--- config.mk ---
export PLATFORM = sky130hd
export DESIGN_NAME = cdc_req_arbiter
export DESIGN_NICKNAME = d
export VERILOG_FILES = /design/src/rtl/cdc_req_arbiter.sv
export SDC_FILE = /design/constraint.sdc
export NUM_CORES = 1
export LEC_CHECK = 0
export CAP_MARGIN = 40
export CORE_ASPECT_RATIO = 1.25
export CORE_MARGIN = 2
export CORE_UTILIZATION = 35
export DETAILED_ROUTE_END_ITERATION = 12
export GPL_ROUTABILITY_DRIVEN = 0
export PLACE_DENSITY = 0.7
export RECOVER_POWER = 100
export SETUP_SLACK_MARGIN = 0.02
export SLEW_MARGIN = 20
export SYNTH_ARGS = -nofsm -noshare
export SYNTH_HDL_FRONTEND = slang
export SYNTH_SLANG_ARGS = --single-unit
--- constraint.sdc ---
create_clock -name CLK -period 3.99 [get_ports CLK]
set_clock_uncertainty 0.1 [all_clocks]
set_input_delay 0.798 -clock CLK [delete_from_list [all_inputs] [get_ports CLK]]
set_output_delay 0.798 -clock CLK [all_outputs]
set_load 0.02 [all_outputs]
--- src/rtl/cdc_req_arbiter.sv ---
// Round-robin receive-side arbiter for 4-phase req/ack CDC handshakes.
// Optional macro HS_TIMEOUT_EN aborts an ack phase whose request never drops.
module cdc_req_arbiter #(
  parameter int NUM_REQ        = 4,
  parameter int DATA_WIDTH     = 8,
  parameter int TIMEOUT_CYCLES = 64
) (
  input  logic                          CLK,
  input  logic                          rst,
  input  logic [NUM_REQ-1:0]            req_sync,
  input  logic [NUM_REQ*DATA_WIDTH-1:0] data_in,
  output logic [NUM_REQ-1:0]            ack,
  output logic                          out_valid,
  output logic [DATA_WIDTH-1:0]         out_data,
  output logic [$clog2(NUM_REQ)-1:0]    out_src,
  input  logic                          out_ready,
  output logic                          busy,
  output logic                          err
);

  localparam int SRC_W = $clog2(NUM_REQ);

  if (NUM_REQ < 2 || NUM_REQ > 16 || TIMEOUT_CYCLES < 1) begin : g_param_check
    $error("cdc_req_arbiter: parameter out of range");
  end

  typedef enum logic [1:0] {IDLE, XFER, ACK} state_t;

  state_t                  state;
  logic [SRC_W-1:0]        rr_ptr;
  logic                    pick_vld;
  logic [SRC_W-1:0]        pick_idx;
  logic [SRC_W-1:0]        cand;
  logic [DATA_WIDTH-1:0]   pick_data;
  logic [SRC_W-1:0]        next_ptr;
  logic [NUM_REQ-1:0]      ack_grant;
  logic [DATA_WIDTH-1:0]   slice [NUM_REQ];

  for (genvar i = 0; i < NUM_REQ; i++) begin : g_slice
    assign slice[i] = data_in[i*DATA_WIDTH +: DATA_WIDTH];
  end

  // Descending scan so the candidate closest to rr_ptr is written last and wins.
  always_comb begin
    pick_vld = 1'b0;
    pick_idx = '0;
    cand     = '0;
    for (int k = NUM_REQ - 1; k >= 0; k--) begin
      cand = SRC_W'((int'(rr_ptr) + k) % NUM_REQ);
      if (req_sync[cand]) begin
        pick_vld = 1'b1;
        pick_idx = cand;
      end
    end
  end

  assign pick_data = slice[pick_idx];
  assign next_ptr  = (int'(out_src) == NUM_REQ - 1) ? '0 : out_src + 1'b1;
  assign ack_grant = {{(NUM_REQ-1){1'b0}}, 1'b1} << out_src;
  assign busy      = (state != IDLE);

`ifdef HS_TIMEOUT_EN
  localparam int CNT_W = $clog2(TIMEOUT_CYCLES + 1);

  logic [CNT_W-1:0] to_cnt;
  logic             to_hit;

  assign to_hit = (to_cnt == CNT_W'(TIMEOUT_CYCLES - 1));
`else
  assign err = 1'b0;
`endif

  always_ff @(posedge CLK) begin
    if (rst) begin
      state     <= IDLE;
      rr_ptr    <= '0;
      ack       <= '0;
      out_valid <= 1'b0;
      out_data  <= '0;
      out_src   <= '0;
`ifdef HS_TIMEOUT_EN
      err       <= 1'b0;
      to_cnt    <= '0;
`endif
    end else begin
`ifdef HS_TIMEOUT_EN
      err <= 1'b0;
`endif
      case (state)
        IDLE: begin
          if (pick_vld) begin
            out_data  <= pick_data;
            out_src   <= pick_idx;
            out_valid <= 1'b1;
            state     <= XFER;
          end
        end
        // Captured word is delivered even if its request has already dropped.
        XFER: begin
          if (out_valid && out_ready) begin
            out_valid <= 1'b0;
            ack       <= ack_grant;
            state     <= ACK;
`ifdef HS_TIMEOUT_EN
            to_cnt    <= '0;
`endif
          end
        end
        ACK: begin
          if (!req_sync[out_src]) begin
            ack    <= '0;
            rr_ptr <= next_ptr;
            state  <= IDLE;
          end
`ifdef HS_TIMEOUT_EN
          else if (to_hit) begin
            ack    <= '0;
            rr_ptr <= next_ptr;
            err    <= 1'b1;
            state  <= IDLE;
          end else begin
            to_cnt <= to_cnt + 1'b1;
          end
`endif
        end
        default: state <= IDLE;
      endcase
    end
  end

endmodule

==> run summary <==
The part of the power in registers is 42.8%. The detailed-route via count is 1183. The root buffer cell chosen for the clock tree is clkbuf_8. The hold slack is 0.379 ns. After global routing the overflow that remains totals 0. The total wire length is 3330 um. The H-tree depth is 1. Summed over all nets, the switching power comes to 0.146 mW.

The number of nets in the synthesized netlist is 175. The path type of the worst min-delay path is flop to flop. The latest clock arrival within the worst-skew pair came out at 0.26 ns.

The share of the synthesized area in the top cell type is 32.4%. The die extent in y is 68.7 um. After detailed routing, the average wire length per cell comes to 15.0 um. After detailed routing, the number of remaining DRC violations is 0. TritonCTS built the clock tree. The CTS sink count came out at 19.

The post-route clock period utilization is 69.2%. The number of nets with antenna violations after detailed routing is 0. The die width is 55.8 um. The power share of the clock group is 28.6%. Before CTS, the worst setup slack after placement is 1.12 ns. The slew at the pin with the worst max-slew slack came out at 0.782 ns. Counting flops with an async set or reset pin after synthesis yields a share of 0%. The power density of the placed cells is 279 mW/mm^2. The largest single stage delay on the critical path is 0.63 ns. The unique cell type count in the Yosys netlist came out at 37.

The worst slew margin relative to its limit came out at 47.6%. The number of hold violations in the final report was 0. The post-CTS setup repair buffer count came out at 0. STA classifies the critical path endpoint as a flop. The number of standard-cell rows in the floorplan came out at 23. The tool flagged a number of max-cap violations equal to 0.

The maximum frequency from static timing analysis is 362 MHz. Setup repair after global routing left no endpoint under its margin. The final count of pins violating max slew is 0. For this design the top-level I/O count stands at 56. Setup total negative slack on the finished layout was measured at 0 ns.

Counting cells, the worst reg-to-reg path comes to 5. The library cell contributing the largest single delay on the critical path is dlygate4sd3_1. The worst register-to-register path begins at out_src[0].

The portion of the post-synthesis area used by sequential elements came out at 32.4%. The via count of the first global-routing pass came out at 1158. For this run, the share of the core covered by cells in the final layout is 55.2%. The internal power came out at 0.346 mW. The average via count per standard cell is 5.33. The final critical delay including setup and external delays is 2.76 ns.

The count of flip-flops with a built-in enable after synthesis is 0. Walking the worst path, the cells encountered are dlygate4sd3_1 -> mux4_2 -> nor3b_1 -> nor2_2 -> a22oi_1 -> nor2_1. For this run, the leading register cell type out of synthesis is dfxtp_1.

Global routing used 18.6% of the available tracks. The category of the most critical setup path is input port to flop. The library cell used most frequently in the layout, excluding fill and tap cells, is clkdlybuf4s50_1. The first global-routing pass estimated 5600 um of wire. The starting density of the core is 36.7%.

The cts-stage hold buffer count is 0. The hold path depth is 2. After clock tree synthesis, the repair step resized 0 gates. The flop-to-flop setup slack is 1.87 ns.

The count of port buffers added during placement is 54. The mean instance size in the synthesized netlist came out at 8.89 um^2. The signal arrival time at the worst endpoint is 2.80 ns. In this run, the combinational gates consume 28.6% of the power.

The filler cell count came out at 307. The final net count is 229. The number of DRC markers after the initial detailed-route iteration is 40. The fraction of final layout cells sized beyond drive strength 1 came out at 7.03%.

The number of antenna repair diodes is 0. STA classifies the critical path startpoint as an input port. The worst hold path terminates at out_data[6].

The first-pass iteration count of the detailed router is 4. The final setup violation count came out at 0. The worst supply voltage drop on vdd came out at 0.206 mV. The total clock buffers created by CTS came out at 3.

For the worst setup path, the data required time is 4.03 ns. Synthesis produced 132 cells. The largest net degree at the start of global routing is 14. By area the synthesized netlist is led by dfxtp_1 (32%), mux2i_1 (9.4%), a21bo_1 (6.8%).

The synthesized cell area is 0.00117 mm^2. From synthesis to final layout, the design area changed by 50.1%. For this run, global-route usage on met1 was measured as 23.1%. In this run the critical register-to-register path is captured at ack[3]. The clock passes through at most 2 buffers. The library cells used most frequently in the layout, excluding fill and tap cells, are clkdlybuf4s50_1 (37), dfxtp_1 (19), dlygate4sd3_1 (17). The die covers 0.00384 mm^2.

The largest fanout on the critical path is 6. met2 is the most crowded layer. The met3 usage is 4.66%. The analysis attributes to cell leakage a power of 0.673 nW. The HPWL reported at the end of detailed placement came out at 2530 um. The smallest setup slack after layout came out at 1.23 ns. For met2 alone, demand over resource in global routing was 32.6%. The worst hold path begins at out_data[6]. The run finished with clean final reports.

Clock-pin slew was measured on the worst setup and hold paths at 0.08 ns. The Yosys warning count came out at 0. The placeable core region came out at 0.00319 mm^2. The net switching fraction of the power came out at 29.6%. The biggest area contributor in the post-synthesis netlist is dfxtp_1. The synthesized flop and latch total came out at 19.

The number of antenna violations at the first check in global routing is 0.
## synthesized netlist by cell type (2+ instances only)
cell / number
buf_4: 2
ha_1: 4
nor3_1: 3
mux2i_1: 11
inv_1: 5
o21ai_0: 11
a21oi_1: 4
dfxtp_1: 19
a21bo_1: 8
nand3_1: 8
nand2_1: 11
a22oi_1: 4
o211ai_1: 8
nor2_1: 11
## how the worst max path moves through the flow
| stage | from | to | slack [ns] | depth (start not counted) |
|---|---|---|---|---|
| floorplan | req_sync[3] | ack[0] | 1.95 | 5 |
| global placement | req_sync[3] | out_data[0] | 1.12 | 6 |
| detailed placement | req_sync[3] | out_data[1] | 1.12 | 6 |
| CTS | req_sync[3] | out_data[1] | 1.38 | 6 |
| global route | req_sync[0] | out_data[5] | 1.07 | 6 |
| finish | req_sync[0] | ack[3] | 1.23 | 6 |
## routing by layer
layer | routed length, um | share of wire (%)
met1 | 1480 | 44
met2 | 1600 | 48
met3 | 229 | 6.9
met4 | 17 | 0.51
met5 | 0 | 0
## per-stage QoR
step | instances | total power [mW] | instance area (um^2)
floorplan | 132 | 0.287 | 1170
global placement | 218 | 0.359 | 1730
detailed placement | 218 | 0.362 | 1730
CTS | 222 | 0.502 | 1770
global route | 222 | 0.515 | 1760
finish | 222 | 0.492 | 1760
## area by class of cell
| class | count | area [um^2] | share of cell area (%) |
|---|---|---|---|
| flip-flops and latches | 19 | 380 | 21.6 |
| inverters | 5 | 18.8 | 1.07 |
| well taps | 37 | 46.3 | 2.63 |
| multi-input cells | 103 | 729 | 41.4 |
| clock buffers | 3 | 41.3 | 2.34 |
| clock inverters | 1 | 5.00 | 0.284 |
| repair buffers | 54 | 541 | 30.7 |
## cell families after synthesis
kind of cell / count (synthesis) / share of synthesized area (%)
fa+ha+maj: 4 / 4.26
buf+inv: 10 / 4.48
flops: 19 / 32.4
simple gates: 43 / 20.2
other cells: 1 / 0.320
mux: 12 / 11.3
compound gates: 43 / 27.1
## flip-flops by register name, indices dropped and copies added, names as in the netlist
register   flops
out_data       8
ack            4
out_src        2
rr_ptr         2
state          2
out_valid      1
## critical path: cells and delay by family
kind            cells  cell delay, ns
buf+inv             1            0.63
simple gates        3            0.68
compound gates      1            0.18
mux                 1            0.52
## power by group through the flow
stage | registers [mW] | clock network [mW] | logic [mW]
after floorplan | 0.229 | 0 | 0.0580
after global placement | 0.215 | 0 | 0.144
after CTS | 0.212 | 0.143 | 0.147
final | 0.211 | 0.141 | 0.141
after detailed placement | 0.216 | 0 | 0.145
after global routing | 0.212 | 0.149 | 0.153
Note: power is estimated with default switching activity, not from simulation.
